## src/rtl/osd_status_udp_tx.sv

```systemverilog
// Snapshots the OSD control state and streams it to the UDP TX byte interface
// as the 27-byte ASCII line "CH:c ANG:aaa SCL:iii.ffff\r\n".
module osd_status_udp_tx #(
    parameter logic [31:0] PERIOD_CYCLES = 32'd125_000_000,
    parameter bit          CHANGE_DETECT = 1'b1
) (
    input  logic        sys_clk,
    input  logic        rst,
    input  logic        send_trig,
    input  logic [2:0]  channel_index,
    input  logic [8:0]  angle_num,
    input  logic [10:0] scale_num,
    output logic [7:0]  tx_data,
    output logic        tx_valid,
    input  logic        tx_ready,
    output logic        tx_last,
    output logic [15:0] tx_len,
    output logic        tx_busy,
    output logic [15:0] pkt_cnt
);

    typedef enum logic [2:0] {
        S_IDLE, S_CAPTURE, S_CONVERT, S_SEND, S_DONE
    } state_t;

    state_t      state_q;
    logic        pend_q;
    logic [31:0] per_q;
    logic [2:0]  sh_ch_q, ch_q;
    logic [8:0]  sh_ang_q, ang_q;
    logic [10:0] sh_scl_q, scl_q;
    logic [13:0] ang_op_q, int_op_q, frac_op_q;
    logic [15:0] ang_bcd_q, int_bcd_q, frac_bcd_q;
    logic [3:0]  cvt_cnt_q;
    logic [4:0]  idx_q;
    logic [7:0]  tx_data_q;
    logic        tx_valid_q, tx_last_q, busy_q;
    logic [15:0] pkt_cnt_q;

    logic        period_hit, changed, trig_ext, trig_idle;
    logic [4:0]  idx_d;
    logic [7:0]  byte_d;
    logic [13:0] frac_val;

    // One double-dabble step: add-3 on digits >= 5, then shift in the next bit.
    function automatic logic [15:0] dd_step(input logic [15:0] bcd, input logic b);
        logic [15:0] adj;
        adj = bcd;
        for (int k = 0; k < 4; k++) begin
            if (adj[4*k +: 4] >= 4'd5) adj[4*k +: 4] = adj[4*k +: 4] + 4'd3;
        end
        return {adj[14:0], b};
    endfunction

    function automatic logic [7:0] asc(input logic [3:0] d);
        return 8'h30 + {4'h0, d};
    endfunction

    assign period_hit = (PERIOD_CYCLES != 32'd0) && (per_q == PERIOD_CYCLES - 32'd1);
    assign changed    = CHANGE_DETECT &&
                        ({channel_index, angle_num, scale_num} != {sh_ch_q, sh_ang_q, sh_scl_q});
    assign trig_ext   = send_trig | period_hit | changed;
    assign trig_idle  = trig_ext | pend_q;

    // fraction * 625 as shift-add: 512 + 64 + 32 + 16 + 1
    assign frac_val = {1'b0, scl_q[3:0], 9'b0} + {4'b0, scl_q[3:0], 6'b0} +
                      {5'b0, scl_q[3:0], 5'b0} + {6'b0, scl_q[3:0], 4'b0} +
                      {10'b0, scl_q[3:0]};

    assign idx_d = idx_q + 5'd1;

    always_comb begin
        byte_d = 8'h00;
        case (idx_d)
            5'd0:  byte_d = "C";
            5'd1:  byte_d = "H";
            5'd2:  byte_d = ":";
            5'd3:  byte_d = 8'h30 + {5'b0, ch_q};
            5'd4:  byte_d = " ";
            5'd5:  byte_d = "A";
            5'd6:  byte_d = "N";
            5'd7:  byte_d = "G";
            5'd8:  byte_d = ":";
            5'd9:  byte_d = asc(ang_bcd_q[11:8]);
            5'd10: byte_d = asc(ang_bcd_q[7:4]);
            5'd11: byte_d = asc(ang_bcd_q[3:0]);
            5'd12: byte_d = " ";
            5'd13: byte_d = "S";
            5'd14: byte_d = "C";
            5'd15: byte_d = "L";
            5'd16: byte_d = ":";
            5'd17: byte_d = asc(int_bcd_q[11:8]);
            5'd18: byte_d = asc(int_bcd_q[7:4]);
            5'd19: byte_d = asc(int_bcd_q[3:0]);
            5'd20: byte_d = ".";
            5'd21: byte_d = asc(frac_bcd_q[15:12]);
            5'd22: byte_d = asc(frac_bcd_q[11:8]);
            5'd23: byte_d = asc(frac_bcd_q[7:4]);
            5'd24: byte_d = asc(frac_bcd_q[3:0]);
            5'd25: byte_d = 8'h0D;
            5'd26: byte_d = 8'h0A;
            default: byte_d = 8'h00;
        endcase
    end

    always_ff @(posedge sys_clk) begin
        if (rst) begin
            state_q    <= S_IDLE;
            pend_q     <= 1'b0;
            per_q      <= 32'd0;
            sh_ch_q    <= 3'd0;
            sh_ang_q   <= 9'd0;
            sh_scl_q   <= 11'd0;
            ch_q       <= 3'd0;
            ang_q      <= 9'd0;
            scl_q      <= 11'd0;
            ang_op_q   <= 14'd0;
            int_op_q   <= 14'd0;
            frac_op_q  <= 14'd0;
            ang_bcd_q  <= 16'd0;
            int_bcd_q  <= 16'd0;
            frac_bcd_q <= 16'd0;
            cvt_cnt_q  <= 4'd0;
            idx_q      <= 5'd0;
            tx_data_q  <= 8'h00;
            tx_valid_q <= 1'b0;
            tx_last_q  <= 1'b0;
            busy_q     <= 1'b0;
            pkt_cnt_q  <= 16'd0;
        end else begin
            if (period_hit) per_q <= 32'd0;
            else if (PERIOD_CYCLES != 32'd0) per_q <= per_q + 32'd1;

            case (state_q)
                S_IDLE: begin
                    if (trig_idle) begin
                        state_q  <= S_CAPTURE;
                        busy_q   <= 1'b1;
                        pend_q   <= 1'b0;
                        ch_q     <= channel_index;
                        ang_q    <= angle_num;
                        scl_q    <= scale_num;
                        sh_ch_q  <= channel_index;
                        sh_ang_q <= angle_num;
                        sh_scl_q <= scale_num;
                    end
                end
                S_CAPTURE: begin
                    // Short operands carry leading zeros, which shift through harmlessly.
                    ang_op_q   <= {5'b0, ang_q};
                    int_op_q   <= {7'b0, scl_q[10:4]};
                    frac_op_q  <= frac_val;
                    ang_bcd_q  <= 16'd0;
                    int_bcd_q  <= 16'd0;
                    frac_bcd_q <= 16'd0;
                    cvt_cnt_q  <= 4'd0;
                    state_q    <= S_CONVERT;
                end
                S_CONVERT: begin
                    ang_bcd_q  <= dd_step(ang_bcd_q, ang_op_q[13]);
                    int_bcd_q  <= dd_step(int_bcd_q, int_op_q[13]);
                    frac_bcd_q <= dd_step(frac_bcd_q, frac_op_q[13]);
                    ang_op_q   <= {ang_op_q[12:0], 1'b0};
                    int_op_q   <= {int_op_q[12:0], 1'b0};
                    frac_op_q  <= {frac_op_q[12:0], 1'b0};
                    cvt_cnt_q  <= cvt_cnt_q + 4'd1;
                    if (cvt_cnt_q == 4'd13) begin
                        state_q    <= S_SEND;
                        idx_q      <= 5'd0;
                        tx_data_q  <= "C";
                        tx_valid_q <= 1'b1;
                        tx_last_q  <= 1'b0;
                    end
                end
                S_SEND: begin
                    if (tx_valid_q && tx_ready) begin
                        if (idx_q == 5'd26) begin
                            state_q    <= S_DONE;
                            tx_valid_q <= 1'b0;
                            tx_last_q  <= 1'b0;
                            pkt_cnt_q  <= pkt_cnt_q + 16'd1;
                        end else begin
                            idx_q     <= idx_d;
                            tx_data_q <= byte_d;
                            tx_last_q <= (idx_d == 5'd26);
                        end
                    end
                end
                S_DONE: begin
                    busy_q  <= 1'b0;
                    state_q <= S_IDLE;
                end
                default: state_q <= S_IDLE;
            endcase

            // While busy, any request collapses into a single deferred report.
            if (state_q != S_IDLE && trig_ext) pend_q <= 1'b1;
        end
    end

    assign tx_data  = tx_data_q;
    assign tx_valid = tx_valid_q;
    assign tx_last  = tx_last_q;
    assign tx_len   = 16'd27;
    assign tx_busy  = busy_q;
    assign pkt_cnt  = pkt_cnt_q;

endmodule

```

## config.mk

```make
export PLATFORM = sky130hd
export DESIGN_NAME = osd_status_udp_tx
export DESIGN_NICKNAME = d
export VERILOG_FILES = /design/src/rtl/osd_status_udp_tx.sv
export SDC_FILE = /design/constraint.sdc
export NUM_CORES = 1
export LEC_CHECK = 0
export CAP_MARGIN = 30
export CORE_MARGIN = 2
export CORE_UTILIZATION = 30
export CTS_CLUSTER_DIAMETER = 120
export CTS_CLUSTER_SIZE = 12
export DETAILED_ROUTE_END_ITERATION = 16
export PLACE_DENSITY_LB_ADDON = 0.25
export SYNTH_ARGS = -nofsm -noshare
export SYNTH_HDL_FRONTEND = slang
export SYNTH_SLANG_ARGS = --single-unit
```

## constraint.sdc

```tcl
create_clock -name sys_clk -period 4.86 [get_ports sys_clk]
set_clock_uncertainty 0.2 [all_clocks]
set_input_delay 0.972 -clock sys_clk [delete_from_list [all_inputs] [get_ports sys_clk]]
set_output_delay 0.972 -clock sys_clk [all_outputs]
set_load 0.05 [all_outputs]
```

==> results_dict.tcl <==
set metrics [dict create \
    leakage_nw 3.83 \
    clkSlewWorstSetupHoldPaths_ns 0.07 \
    crit_start "idx_q[0]$_SDFFE_PP0P_" \
    clkSinkCount 176 \
    number_of_antenna_cells_inserted 0 \
    maximum_number_of_pins_on_one_net_before_global_route_repair 80 \
    yosys.cell_types.count 75 \
    cts_resized 0 \
    post_cts_buffers 0 \
    cts_max_path_buffers 2 \
    hold_violations 0 \
    drv.max_cap_violation_count 0 \
    floorplan.die.width_um 180 \
    synthSimpleGateAreaFrac_pct 20.5 \
    detail_route.first_pass.iterations 5 \
    yosys_warnings 0 \
    grt_overflow_total 0 \
    logic_depth_of_the_worst_register_to_register_path 9 \
    first_iter_violations 725 \
    layout_common_cells "176 x sky130_fd_sc_hd__dfxtp_1, 154 x sky130_fd_sc_hd__nor2_1, 85 x sky130_fd_sc_hd__nand2_1, 79 x sky130_fd_sc_hd__a21oi_1, 65 x sky130_fd_sc_hd__xor2_1" \
    synthAdderAreaFrac_pct 5.86 \
    placer_congestion_estimate 0.792 \
    drc 0 \
    post_synth_instance_area_um2 9260 \
    initial_utilization_pct 30.3 \
    timing.critical_path.cells "ha_1 > nand3_2 > xnor2_1 > buf_4 > a221oi_1 > nor3_1 > or4_1 > o41a_1 > o211a_1" \
    port_buffers 52 \
    fmax_ghz 0.283 \
    global_route_wire_length_before_repair_mm 37.0 \
    yosys_register_bits 176 \
    io-pin-count 70 \
    timing.slew.headroom_pct 43.0 \
    pre_cts_slack_ns 1.23 \
    fin_setup_tns_ns 0 \
    drv_slew 0 \
    status "complete, no violations" \
    wirelength_mm 21.7 \
    rsz0062_at_grt "no" \
    cp_data_required_time_ns 5.00 \
    syn_inst 1110 \
    syn_to_final_growth_pct 14.4 \
    ctsRootBufferMaster "sky130_fd_sc_hd__clkbuf_16" \
    fraction_of_synthesized_area_in_multiplexers_pct 2.92 \
    wl_per_cell_um 14.2 \
    initial_antenna_violation_count 0 \
    final.min_clock_period_ns 3.54 \
    leading_register_cell_type_out_of_synthesis "sky130_fd_sc_hd__dfxtp_1" \
    final_layout_size_suffix_gt1_share_pct 5.36 \
    dr_total_vias 7608 \
    asyncSetResetFlopFracSynth_pct 0 \
    layout_worst_path_cycle_share_pct 72.8 \
    syn_avg_cell_area_um2 8.34 \
    critPathKind "register to register" \
    chipHeight_um 180 \
    timing.critical_path.from_type "register" \
    setup_ws_ns 1.32 \
    ctsHoldBuffers 0 \
    setup_viol 0 \
    reg2reg_setup_slack_ns 1.32 \
    global_route.usage.total_pct 13.7 \
    final-seq-area_um2 3520 \
    antenna_left 0 \
    worstReg2RegStart "idx_q[0]$_SDFFE_PP0P_" \
    design.core.area_um2 30500 \
    grt_pass1_vias 7103 \
    power.density_cell_area_nw_per_um2 313 \
    critical_path.endpoint "tx_data[3]$_SDFFE_PP0P_" \
    critical_path_arrival_ns 3.67 \
    rr_endpoint "tx_data[3]$_SDFFE_PP0P_" \
    slowest_stage "sky130_fd_sc_hd__ha_1" \
    cts_max_level 4 \
    layout.cells.most_common "sky130_fd_sc_hd__dfxtp_1" \
    dieArea_um2 32300 \
    rows 64 \
    clk_latency_ns 0.45 \
    hold_class "register to register" \
    hold_path_depth 2 \
    synth_xor_xnor_area_share_pct 9.34 \
    cts_tree "yes" \
    crit_path_max_fanout 17 \
    worst_path_largest_cell_delay_ns 0.69 \
    cts_inserted_buffers 17 \
    synth_top_family_by_area "simple AND/OR/NAND/NOR gates" \
    synth-compound-area-share_pct 17.1 \
    synth_edf_count 0 \
    peakVddDrop_v 0.000296 \
    setup.worst_path.end_class "register" \
    final.fill_count 3182 \
    ys_seq_area_share_pct 38.1 \
    tightest_slew_ns 0.856 \
    multi_input_comb_area_um2 5250 \
    post-dp-hpwl_mm 14.5 \
    detail_route.vias_per_cell 4.96 \
    num-nets-final 1192 \
]
## cell usage after synthesis (all sizes together), types with 2 or more instances
cell	instances	area [um2]
a211oi	4	30.0
a21o	3	22.5
a21oi	79	395
a221oi	5	43.8
a222oi	4	40.0
a22o	3	26.3
a22oi	61	458
a2bb2oi	3	32.5
a311o	3	30.0
a311oi	2	17.5
a31oi	6	52.6
and2	7	43.8
and3	15	98.8
and4	7	61.3
buf	35	239
clkbuf	50	188
conb	2	7.51
dfxtp	176	3520
fa	4	80.1
ha	37	463
inv	37	139
mux2i	27	270
nand2	86	325
nand2b	14	87.6
nand3	42	215
nand4	13	81.3
nor2	156	586
nor2b	6	37.5
nor3	28	145
nor4	9	56.3
nor4b	5	43.8
o211a	2	20.0
o211ai	2	15.0
o21ai	41	205
o21bai	3	22.5
o22ai	6	37.5
o31ai	2	15.0
or2	2	12.5
or3	3	18.8
or4	2	15.0
xnor2	31	279
xor2	66	586
## power breakdown
group | internal, mW | switching, mW
clock | 0.683 | 0.671
sequential | 1.50 | 0.0614
combinational | 0.139 | 0.271
total | 2.32 | 1.00
## metal layers
metal,up-vias,part of all wire [%],global-route usage [%]
li1,3878,-,-
met4,0,1.5,4.42
met2,157,43,20.3
met5,-,0,0
met1,3552,52,20.0
met3,21,3.7,2.53
## registers in the layout, summed over array words and instances, names as in the netlist, 5 cells and up
signal / cells
frac_bcd_q: 16
ang_q: 9
per_q: 32
idx_q: 5
int_bcd_q: 12
ang_op_q: 14
tx_data: 7
ang_bcd_q: 12
pkt_cnt: 16
int_op_q: 14
scl_q: 11
frac_op_q: 14
## logic make-up (layout without fill, tap and decap cells)
kind of cell | Yosys count | in the layout
other | 2 | 17
adder cells (fa/ha/maj) | 41 | 41
buffers and inverters | 122 | 134
AO/OA/AOI/OAI | 242 | 242
flip-flops | 176 | 176
AND/OR/NAND/NOR | 403 | 403
XOR/XNOR | 97 | 97
multiplexers | 27 | 27
## cell type report
class | count | area share [%]
Clock buffer | 18 | 4.05
Clock inverter | 14 | 1.39
Inverter | 37 | 1.31
Multi-Input combinational cell | 827 | 49.5
Sequential cell | 176 | 33.3
Tap cell | 396 | 4.68
Timing Repair Buffer | 65 | 5.81
## through the flow
step           power (mW)  area, um2  utilization, %  cells  hold WS [ns]
6_report             3.32      10600            34.7   1533         0.256
5_1_grt              3.48      10600            34.7   1533         0.276
4_1_cts              3.37      10600            34.7   1533         0.258
3_5_place_dp         2.00      10000            32.8   1501         0.246
3_3_place_gp         2.00      10000            32.8   1500         0.243
2_1_floorplan        1.90       9320               -   1125         0.230
## worst max-delay path, delay by kind of cell (launching register included)
kind / cells / cell delay [ns]
AND/OR/NAND/NOR: 3 / 0.76
AO/OA/AOI/OAI: 3 / 0.72
adder cells (fa/ha/maj): 1 / 0.69
flip-flops: 1 / 0.53
XOR/XNOR: 1 / 0.29
buffers and inverters: 1 / 0.26
## worst min-delay path by stage
| stage | start | to | slack (ns) |
|---|---|---|---|
| floorplan | per_q[0]$_SDFF_PP0_ | per_q[0]$_SDFF_PP0_ | 0.23 |
| global placement | int_op_q[4]$_SDFFE_PP0P_ | int_op_q[4]$_SDFFE_PP0P_ | 0.24 |
| detailed placement | int_op_q[5]$_SDFFE_PP0P_ | int_op_q[5]$_SDFFE_PP0P_ | 0.25 |
| CTS | int_op_q[5]$_SDFFE_PP0P_ | int_op_q[5]$_SDFFE_PP0P_ | 0.26 |
| global route | frac_op_q[11]$_SDFFE_PP0P_ | frac_op_q[12]$_SDFFE_PP0P_ | 0.28 |
| finish | ang_op_q[3]$_SDFFE_PP0P_ | ang_op_q[3]$_SDFFE_PP0P_ | 0.26 |
(Power assumes the default switching activity.)
